File: src/rtl/ats21_pkg.sv
// Shared ATS21 client-port definitions: opcodes, response codes, status
// encodings, FSM states and default bus timeouts.
package ats21_pkg;

    localparam int ATS21_CTRL_W        = 16;
    localparam int ATS21_NUM_ALARMS    = 24;
    localparam int ATS21_READY_TIMEOUT = 16;
    localparam int ATS21_STAT_TIMEOUT  = 32;

    typedef enum logic [2:0] {
        OP_SET_CLK = 3'b001,
        OP_EN_CLK  = 3'b010,
        OP_MODE    = 3'b011,
        OP_SET_ALM = 3'b101,
        OP_SET_TMR = 3'b110,
        OP_EN_ALM  = 3'b111
    } opcode_e;

    typedef enum logic [1:0] {
        RSP_ACK      = 2'b00,
        RSP_NACK     = 2'b01,
        RSP_READY_TO = 2'b10,
        RSP_STAT_TO  = 2'b11
    } rsp_code_e;

    localparam logic [1:0] STAT_NONE = 2'b00;
    localparam logic [1:0] STAT_ACK  = 2'b01;
    localparam logic [1:0] STAT_NACK = 2'b10;
    localparam logic [1:0] STAT_RSVD = 2'b11;

    typedef enum logic [2:0] {
        S_IDLE = 3'd0,
        S_REQ  = 3'd1,
        S_HI   = 3'd2,
        S_LO   = 3'd3,
        S_WAIT = 3'd4,
        S_DONE = 3'd5
    } state_e;

    // Opcodes 000 and 100 have no bus meaning; they are refused locally.
    function automatic logic is_local_reject(input logic [2:0] op);
        return (op == 3'b000) || (op == 3'b100);
    endfunction

endpackage

File: src/rtl/ats21_alarm_capture.sv
// Rising-edge capture of ATS21 alarm/timer pulses into sticky pending bits
// with write-1-to-clear and a summary interrupt.
module ats21_alarm_capture
    import ats21_pkg::*;
#(
    parameter int NUM_ALARMS = ATS21_NUM_ALARMS
) (
    input  logic                  clk,
    input  logic                  reset,
    input  logic [NUM_ALARMS-1:0] alarm_data,
    input  logic [NUM_ALARMS-1:0] alarm_clr,
    output logic [NUM_ALARMS-1:0] alarm_pend,
    output logic                  alarm_irq
);

    logic [NUM_ALARMS-1:0] data_q, data_d;
    logic [NUM_ALARMS-1:0] pend_q, pend_d;

    // Set is OR-ed in after the clear so a coincident new edge wins.
    always_comb begin
        data_d = alarm_data;
        pend_d = (pend_q & ~alarm_clr) | (alarm_data & ~data_q);
    end

    always_ff @(posedge clk) begin
        if (reset) begin
            data_q <= '0;
            pend_q <= '0;
        end else begin
            data_q <= data_d;
            pend_q <= pend_d;
        end
    end

    assign alarm_pend = pend_q;
    assign alarm_irq  = |pend_q;

endmodule

File: src/rtl/ats21_client_port.sv
// ATS21 initiator for one client port: sends a 32-bit instruction as two
// ctrl half-words, collects the status and reports a response code.
module ats21_client_port
    import ats21_pkg::*;
#(
    parameter int CTRL_W        = ATS21_CTRL_W,
    parameter int NUM_ALARMS    = ATS21_NUM_ALARMS,
    parameter int READY_TIMEOUT = ATS21_READY_TIMEOUT,
    parameter int STAT_TIMEOUT  = ATS21_STAT_TIMEOUT
) (
    input  logic                  clk,
    input  logic                  reset,
    // Command handshake: an instruction transfers on a cycle where
    // cmd_valid && cmd_ready; cmd_ready is high only in IDLE, so upstream
    // holds cmd_valid and cmd_inst stable until it sees cmd_ready.
    input  logic                  cmd_valid,
    output logic                  cmd_ready,
    input  logic [31:0]           cmd_inst,
    output logic                  rsp_valid,
    output logic [1:0]            rsp_code,
    output logic                  busy,
    output logic                  req,
    output logic [CTRL_W-1:0]     ctrl,
    input  logic                  ready,
    input  logic [1:0]            stat,
    input  logic [NUM_ALARMS-1:0] alarm_data,
    output logic [NUM_ALARMS-1:0] alarm_pend,
    input  logic [NUM_ALARMS-1:0] alarm_clr,
    output logic                  alarm_irq,
    output state_e                dbg_state
);

    localparam int MAX_TO = (READY_TIMEOUT > STAT_TIMEOUT) ? READY_TIMEOUT : STAT_TIMEOUT;
    localparam int CNT_W  = $clog2(MAX_TO + 1);

    state_e              state_q, state_d;
    logic [31:0]         inst_q, inst_d;
    logic [CNT_W-1:0]    ready_cnt_q, ready_cnt_d;
    logic [CNT_W-1:0]    stat_cnt_q, stat_cnt_d;
    logic                req_q, req_d;
    logic [CTRL_W-1:0]   ctrl_q, ctrl_d;
    logic                rsp_valid_q, rsp_valid_d;
    logic [1:0]          rsp_code_q, rsp_code_d;

    always_comb begin
        state_d     = state_q;
        inst_d      = inst_q;
        ready_cnt_d = ready_cnt_q;
        stat_cnt_d  = stat_cnt_q;
        rsp_code_d  = rsp_code_q;

        unique case (state_q)
            S_IDLE: begin
                if (cmd_valid) begin
                    inst_d = cmd_inst;
                    if (is_local_reject(cmd_inst[31:29])) begin
                        state_d    = S_DONE;
                        rsp_code_d = RSP_NACK;
                    end else begin
                        state_d     = S_REQ;
                        ready_cnt_d = '0;
                    end
                end
            end
            S_REQ: begin
                if (ready) begin
                    state_d = S_HI;
                end else begin
                    ready_cnt_d = ready_cnt_q + CNT_W'(1);
                    if (ready_cnt_d == CNT_W'(READY_TIMEOUT)) begin
                        state_d    = S_DONE;
                        rsp_code_d = RSP_READY_TO;
                    end
                end
            end
            S_HI: state_d = S_LO;
            S_LO: begin
                // A mode write is fire-and-forget on the bus.
                if (inst_q[31:29] == OP_MODE) begin
                    state_d    = S_DONE;
                    rsp_code_d = RSP_ACK;
                end else begin
                    state_d    = S_WAIT;
                    stat_cnt_d = '0;
                end
            end
            S_WAIT: begin
                case (stat)
                    STAT_ACK: begin
                        state_d    = S_DONE;
                        rsp_code_d = RSP_ACK;
                    end
                    STAT_NACK, STAT_RSVD: begin
                        state_d    = S_DONE;
                        rsp_code_d = RSP_NACK;
                    end
                    default: begin
                        stat_cnt_d = stat_cnt_q + CNT_W'(1);
                        if (stat_cnt_d == CNT_W'(STAT_TIMEOUT)) begin
                            state_d    = S_DONE;
                            rsp_code_d = RSP_STAT_TO;
                        end
                    end
                endcase
            end
            S_DONE:  state_d = S_IDLE;
            default: state_d = S_IDLE;
        endcase

        // Bus outputs are registered, so they follow the state being entered.
        req_d       = (state_d == S_REQ);
        rsp_valid_d = (state_d == S_DONE);
        ctrl_d      = '0;
        if (state_d == S_HI) begin
            ctrl_d = CTRL_W'(inst_d[31:16]);
        end else if (state_d == S_LO) begin
            ctrl_d = CTRL_W'(inst_d[15:0]);
        end
    end

    always_ff @(posedge clk) begin
        if (reset) begin
            state_q     <= S_IDLE;
            inst_q      <= '0;
            ready_cnt_q <= '0;
            stat_cnt_q  <= '0;
            req_q       <= 1'b0;
            ctrl_q      <= '0;
            rsp_valid_q <= 1'b0;
            rsp_code_q  <= 2'b00;
        end else begin
            state_q     <= state_d;
            inst_q      <= inst_d;
            ready_cnt_q <= ready_cnt_d;
            stat_cnt_q  <= stat_cnt_d;
            req_q       <= req_d;
            ctrl_q      <= ctrl_d;
            rsp_valid_q <= rsp_valid_d;
            rsp_code_q  <= rsp_code_d;
        end
    end

    assign cmd_ready = (state_q == S_IDLE);
    assign busy      = (state_q != S_IDLE);
    assign req       = req_q;
    assign ctrl      = ctrl_q;
    assign rsp_valid = rsp_valid_q;
    assign rsp_code  = rsp_code_q;
    assign dbg_state = state_q;

    ats21_alarm_capture #(
        .NUM_ALARMS (NUM_ALARMS)
    ) u_alarm (
        .clk        (clk),
        .reset      (reset),
        .alarm_data (alarm_data),
        .alarm_clr  (alarm_clr),
        .alarm_pend (alarm_pend),
        .alarm_irq  (alarm_irq)
    );

endmodule

File: config.mk
export PLATFORM = sky130hd
export DESIGN_NAME = ats21_client_port
export DESIGN_NICKNAME = d
export VERILOG_FILES = /design/src/rtl/ats21_pkg.sv /design/src/rtl/ats21_alarm_capture.sv /design/src/rtl/ats21_client_port.sv
export SDC_FILE = /design/constraint.sdc
export NUM_CORES = 1
export LEC_CHECK = 0
export ABC_AREA = 1
export BUFFER_PORTS_ARGS = -buffer_cell sky130_fd_sc_hd__buf_4
export CAP_MARGIN = 5
export CORE_UTILIZATION = 30
export DETAILED_ROUTE_END_ITERATION = 8
export PLACE_DENSITY_LB_ADDON = 0.1
export SLEW_MARGIN = 15
export SYNTH_ARGS = -nofsm -noshare
export SYNTH_HDL_FRONTEND = slang
export SYNTH_SLANG_ARGS = --single-unit
File: constraint.sdc
create_clock -name clk -period 1.88 [get_ports clk]
set_input_delay 0.282 -clock clk [delete_from_list [all_inputs] [get_ports clk]]
set_output_delay 0.282 -clock clk [all_outputs]
set_load 0.05 [all_outputs]
==> impl_metrics.yaml, run 1 <==
cells_and_area:
  fill_cells: 1451
  syn2layout_area_growth_pct: 40.26
  final_cells: 848
  antennaDiodeCount: 0
  final_util_pct: 43.82
  layout-drive-gt1-share_pct: 32.78
  multiInputGateArea_sq_um: 1642
  seq_area_sq_um: 2310
  nNetsFinal: 744
global_route:
  grt_pass1_wl_um: 18220
  grt-ovfl-total: 0
  grt_antenna_before_repair: 0
  grt_pass1_vias: 3740
  grt_use_total_pct: 15.99
  grt_max_degree: 45
clocking:
  clockBufferDepth: 2
  clkLatencyLatePin_ns: 0.41
  clkTransAtPathRegs_ns: 0.05
  cts_hold_buf: 0
  cts.sinks: 115
  numCtsBuffers: 17
  tritoncts: "done"
  htreeDepth: 4
  root_buffer: "clkbuf_16"
timing:
  fmax_mhz: 550.1
  hold_viol_final: 0
  final_max_slew_viol_count: 0
  finalCritPeriodShare_pct: 96.69
  skew_ns: 0.004480
  finalSetupViolations: 0
  period_needed_ns: 1.818
  relSlewSlack_pct: 68.39
  rsz0062_at_grt: "yes"
  worstMarginPinSlew_ns: 0.4731
power:
  ir_drop_mv: 0.5164
  leakagePower_nw: 2.939
  pwr_density_cell_nw_per_um2: 1172
place:
  dpl.hpwl_um: 7772
  dp_cells: 816
  io_buffers: 135
  globalplace.congestion: 0.7967
run:
  drv_cap: 0
routing:
  via_count: 3853
  ant_nets: 0
  dr.pass1.iters: 4
  vias_per_cell: 4.544
  routed_wl_um: 11330
  drt-initial-drc-count: 169
  wl_per_cell_um: 13.36
  drc: 0
worst_setup_path:
  cp.arrival_ns: 1.54
  start_kind: "flip-flop"
  cp.required_ns: 1.60
  criticalPathCategory: "flip-flop to output port"
  r2r-start: "dbg_state[1]$_SDFF_PP0_"
  crit_start: "u_alarm.alarm_pend[1]$_SDFF_PP0_"
  cp-end-kind: "output port"
  cp_max_fo: 2
floorplanning:
  dieArea_sq_um: 15170
  coreArea_sq_um: 14100
  die_h_um: 123.2
  start_util_pct: 31.24
  dieWidth_um: 123.2
  boundaryPins: 136
  fp-row-count: 43
logic_synthesis:
  async_flop_share_pct: 0
  synthDistinctLibCells: 36
  ys.warnings.count: 0
  synthTopCellsByArea: "dfxtp_1 52%, nand2_1 7.5%, inv_1 7.2%"
  netlist_area_sq_um: 4404
  synth_top_area_share_pct: 52.27
  synthCells: 514
  synth_fp_nets: 602
  synth_common_cells: "115 x dfxtp_1, 88 x nand2_1, 85 x inv_1"
  ys_ff_latch: 115
  seq_area_frac_synth_pct: 52.27
  syn_avg_cell_area_sq_um: 8.569
  synth_ff_type: "dfxtp_1"
  yosysMostFrequentCell: "dfxtp_1"
  synth_top_cell_by_area: "dfxtp_1"
  synth-edff-count: 0
status:
  status: "complete, no violations"
min_path:
  hold_class: "input port to flip-flop"
  min_from: "alarm_clr[6]"
## power by group
part / internal [W] / leakage [nW] / switching (W)
sequential: 0.00265 / 0.951 / 0.0000903
clock: 0.00205 / 0.279 / 0.00110
combinational: 0.000487 / 1.71 / 0.000857
## cell type report
type	instances	area share, %
Sequential cell	115	37.39
Multi-Input combinational cell	291	26.57
Timing Repair Buffer	143	17.64
Clock buffer	23	7.737
Inverter	88	5.347
Tap cell	180	3.646
Clock inverter	8	1.661
## path summary, 6_finish.rpt
kind                            depth (start not counted)  slack, ns                                 to
worst min register to register                          1       0.41  u_alarm.alarm_pend[13]$_SDFF_PP0_
worst min-delay path                                    2       0.06   u_alarm.alarm_pend[6]$_SDFF_PP0_
worst max-delay path                                    5       0.06                          alarm_irq
worst max register to register                          7       0.28                ctrl[13]$_SDFF_PP0_
## repair_timing
action                     CTS  global route
buffers inserted             1             0
setup endpoints to repair    1             3
gates resized for setup      8             7
pin swaps                    3             2
## placed cells by master, fill, tap and decap left out, drive strengths merged
master    instances
nor4              4
xor2              1
nand3            19
bufinv            2
dfxtp           115
nand4             8
or2              16
clkinv            5
clkinvlp          2
a211oi            5
a31oi             1
a41oi             1
a22oi             1
ha                2
nand2            92
buf             143
nor3              2
o21ai            34
o21a              1
o32ai            24
a22o             16
clkbuf           23
a21oi            12
nor2             52
inv              87
## cell families after synthesis
group / count (synthesis) / share of synthesized area, %
adders and majority gates: 2 / 0.5681
xor gates and xnor gates: 1 / 0.1989
AOI/OAI and AO/OA: 95 / 16.02
DFF: 115 / 52.27
buffers and inverters: 108 / 10.80
and+or+nand+nor: 193 / 20.14
## through the flow
| stage | instance area (sq um) | TNS [ns] | setup slack, ns | power [W] | hold slack, ns |
|---|---|---|---|---|---|
| 2_1_floorplan | 4405 | 0 | 0.02182 | 0.003721 | 0.3985 |
| 3_3_place_gp | 5564 | 0 | 0.1966 | 0.004118 | 0.4052 |
| 3_5_place_dp | 5564 | 0 | 0.1381 | 0.004136 | 0.4074 |
| 4_1_cts | 6166 | -0.01739 | -0.01739 | 0.007357 | 0.03448 |
| 5_1_grt | 6177 | -0.03150 | -0.03150 | 0.007606 | 0.04232 |
| 6_report | 6177 | 0 | 0.06229 | 0.007237 | 0.06194 |
## flip-flops by register name (all words and copies together), names as in the netlist, 2 cells and up
register,count
dbg_state,3
inst_q,32
rsp_code,2
ctrl,16
ready_cnt_q,6
u_alarm.alarm_pend,24
stat_cnt_q,6
u_alarm.data_q,24
## metal layers
metal | vias to the layer above | global-route usage [%] | wire, um
li1 | 1964 | - | -
met1 | 1755 | 19.17 | 5013
met2 | 125 | 24.44 | 5146
met3 | 9 | 7.334 | 1039
met4 | 0 | 7.003 | 129
met5 | - | 0 | 0
## worst max-delay path, cell delays in order (launching register included)
cell and delay (ns):
dfxtp_1 0.31, inv_1 0.07, nand4_1 0.13, nor4_2 0.30, nand3_1 0.13, buf_6 0.18
Power figures use the tool's default switching activity.
==> run 2, diff against run 1 <==
Settings changed: CORE_MARGIN set to 5, HOLD_SLACK_MARGIN set to 0.12.
==> impl_metrics.yaml, run 2 (synthesis results as in run 1) <==
floorplanning:
  dieWidth_um: 131.2
  dieArea_sq_um: 17200
  die_h_um: 131.2
  fp-row-count: 44
  start_util_pct: 30.42
  boundaryPins: 136
  coreArea_sq_um: 14480
cells_and_area:
  layout-drive-gt1-share_pct: 32.47
  final_common_cell: "buf_4"
  final_cells: 920
  seq_area_sq_um: 2308
  syn2layout_area_growth_pct: 55.34
  largest_reg_flops: 32
  antennaDiodeCount: 0
  layout_common_cells: "159 x buf_4, 110 x dfxtp_1, 88 x nand2_1"
  final_util_pct: 47.25
  largest_register: "inst_q"
  multiInputGateArea_sq_um: 1640
  fill_cells: 1404
  nNetsFinal: 811
clocking:
  tritoncts: "done"
  htreeDepth: 4
  clkTransAtPathRegs_ns: 0.05
  clockBufferDepth: 2
  numCtsBuffers: 17
  root_buffer: "clkbuf_16"
  clkLatencyLatePin_ns: 0.41
  cts.sinks: 115
place:
  dp_cells: 824
  pre_cts_ws_ns: 0.3207
  globalplace.congestion: 0.8011
  dpl.hpwl_um: 8475
  io_buffers: 135
min_path:
  hold_end: "inst_q[31]$_SDFF_PP0_"
  hold_class: "input port to flip-flop"
  min_from: "cmd_inst[31]"
  min_path_cells: 3
global_route:
  grt_max_degree: 45
  grt-ovfl-total: 0
  grt_pass1_vias: 4179
  grt_pass1_wl_um: 20530
  grt_antenna_before_repair: 0
  grt_use_total_pct: 14.54
worst_setup_path:
  r2r_slack_ns: 0.05
  cp-end-kind: "output port"
  r2r-start: "u_alarm.alarm_pend[8]$_SDFF_PP0_"
  cp.required_ns: 1.60
  max_stage_delay_ns: 0.33
  cp.arrival_ns: 1.58
  criticalPathCategory: "flip-flop to output port"
  rr_endpoint: "u_alarm.alarm_pend[8]$_SDFF_PP0_"
  crit_buf_inv: 2
  start_kind: "flip-flop"
  crit_chain: "inv_2 -> nand4_1 -> nor4_2 -> nand3_1 -> buf_6"
  critPathSlowestCell: "nor4_2"
  critPathTopFamily: "simple AND/OR/NAND/NOR gates"
  cp_max_fo: 2
  rr_worst_depth: 12
timing:
  final_max_slew_viol_count: 0
  worstMarginPinSlew_ns: 0.3438
  finalSetupViolations: 0
  period_needed_ns: 1.858
  fmax_mhz: 538.1
  finalCritPeriodShare_pct: 98.85
  setup_ws_ns: 0.02161
  relSlewSlack_pct: 76.87
  setup_tns_ns: 0
  skew_ns: 0.004485
  rsz0062_at_grt: "yes"
  hold_viol_final: 0
power:
  ir_drop_mv: 0.5592
  pwr_density_cell_nw_per_um2: 1108
  leakagePower_nw: 3.243
status:
  status: "complete, no violations"
run:
  drv_cap: 0
routing:
  vias_per_cell: 4.395
  routed_wl_um: 12280
  drc: 0
  dr.pass1.iters: 4
  ant_nets: 0
  wl_per_cell_um: 13.35
  drt-initial-drc-count: 163
  via_count: 4043
## run 2: cell types whose count changed in the layout (fill, tap and decap cells not counted), sizes merged
cell	delta
dlygate4sd3	+49
buf	+18
clkbuf	-5
bufinv	+2
clkinv	+2
clkinvlp	+2
## run 2: cell type report
cell class	count	area share (%)
clock buffer	18	6.273
clock inverter	14	2.743
inverter	88	4.828
multi-input combinational	291	23.98
sequential	115	33.74
tap	184	3.365
timing repair buffer	210	25.07
## run 2: worst register-to-register path, stage by stage (launching register included)
cell and delay, ns:
dfxtp_2 0.33, inv_2 0.04, buf_4 0.12, buf_4 0.12, buf_4 0.12, buf_4 0.12, buf_4 0.11, buf_4 0.12
buf_4 0.12, buf_4 0.12, buf_4 0.12, buf_4 0.12, o32ai_2 0.17
## run 2: worst max-delay path by stage
stage                                            from                  end  cells after the start
detailed placement            dbg_state[0]$_SDFF_PP0_   ctrl[6]$_SDFF_PP0_                      9
global placement              dbg_state[0]$_SDFF_PP0_   ctrl[6]$_SDFF_PP0_                      9
finish               u_alarm.alarm_pend[8]$_SDFF_PP0_            alarm_irq                      5
global route        u_alarm.alarm_pend[10]$_SDFF_PP0_            alarm_irq                      5
floorplan                     dbg_state[0]$_SDFF_PP0_  ctrl[12]$_SDFF_PP0_                      8
CTS                 u_alarm.alarm_pend[11]$_SDFF_PP0_            alarm_irq                      5
## run 2: per-layer routing
metal	track usage [%]	part of all wire, %	vias up
met2	23.08	46	124
met1	17.52	45	1802
met5	0	0	-
li1	-	-	2102
met3	6.575	7.5	15
met4	4.850	1.3	0
## run 2: where the power goes
group	switching, W	internal [W]
clock	0.00114	0.00221
sequential	0.0000914	0.00265
combinational	0.000891	0.000598
total	0.00212	0.00546
## run 2: repair_timing
item | 4_1_cts | 5_1_grt
cloned | 0 | 0
pin swaps | 4 | 2
buffers inserted | 12 | 3
hold buffers | 49 | 0
resized for setup | 9 | 4
hold endpoints to repair | 49 | 0
endpoints found under the setup margin | 1 | 2
## run 2: stage by stage
step           hold slack [ns]  instance area (sq um)  power [W]
6_report                0.1415                   6842   0.007580
5_1_grt                 0.1258                   6842   0.007947
4_1_cts                 0.1206                   6810   0.007657
3_5_place_dp            0.4078                   5599   0.004168
3_3_place_gp            0.4070                   5599   0.004154
2_1_floorplan           0.3985                   4405   0.003721
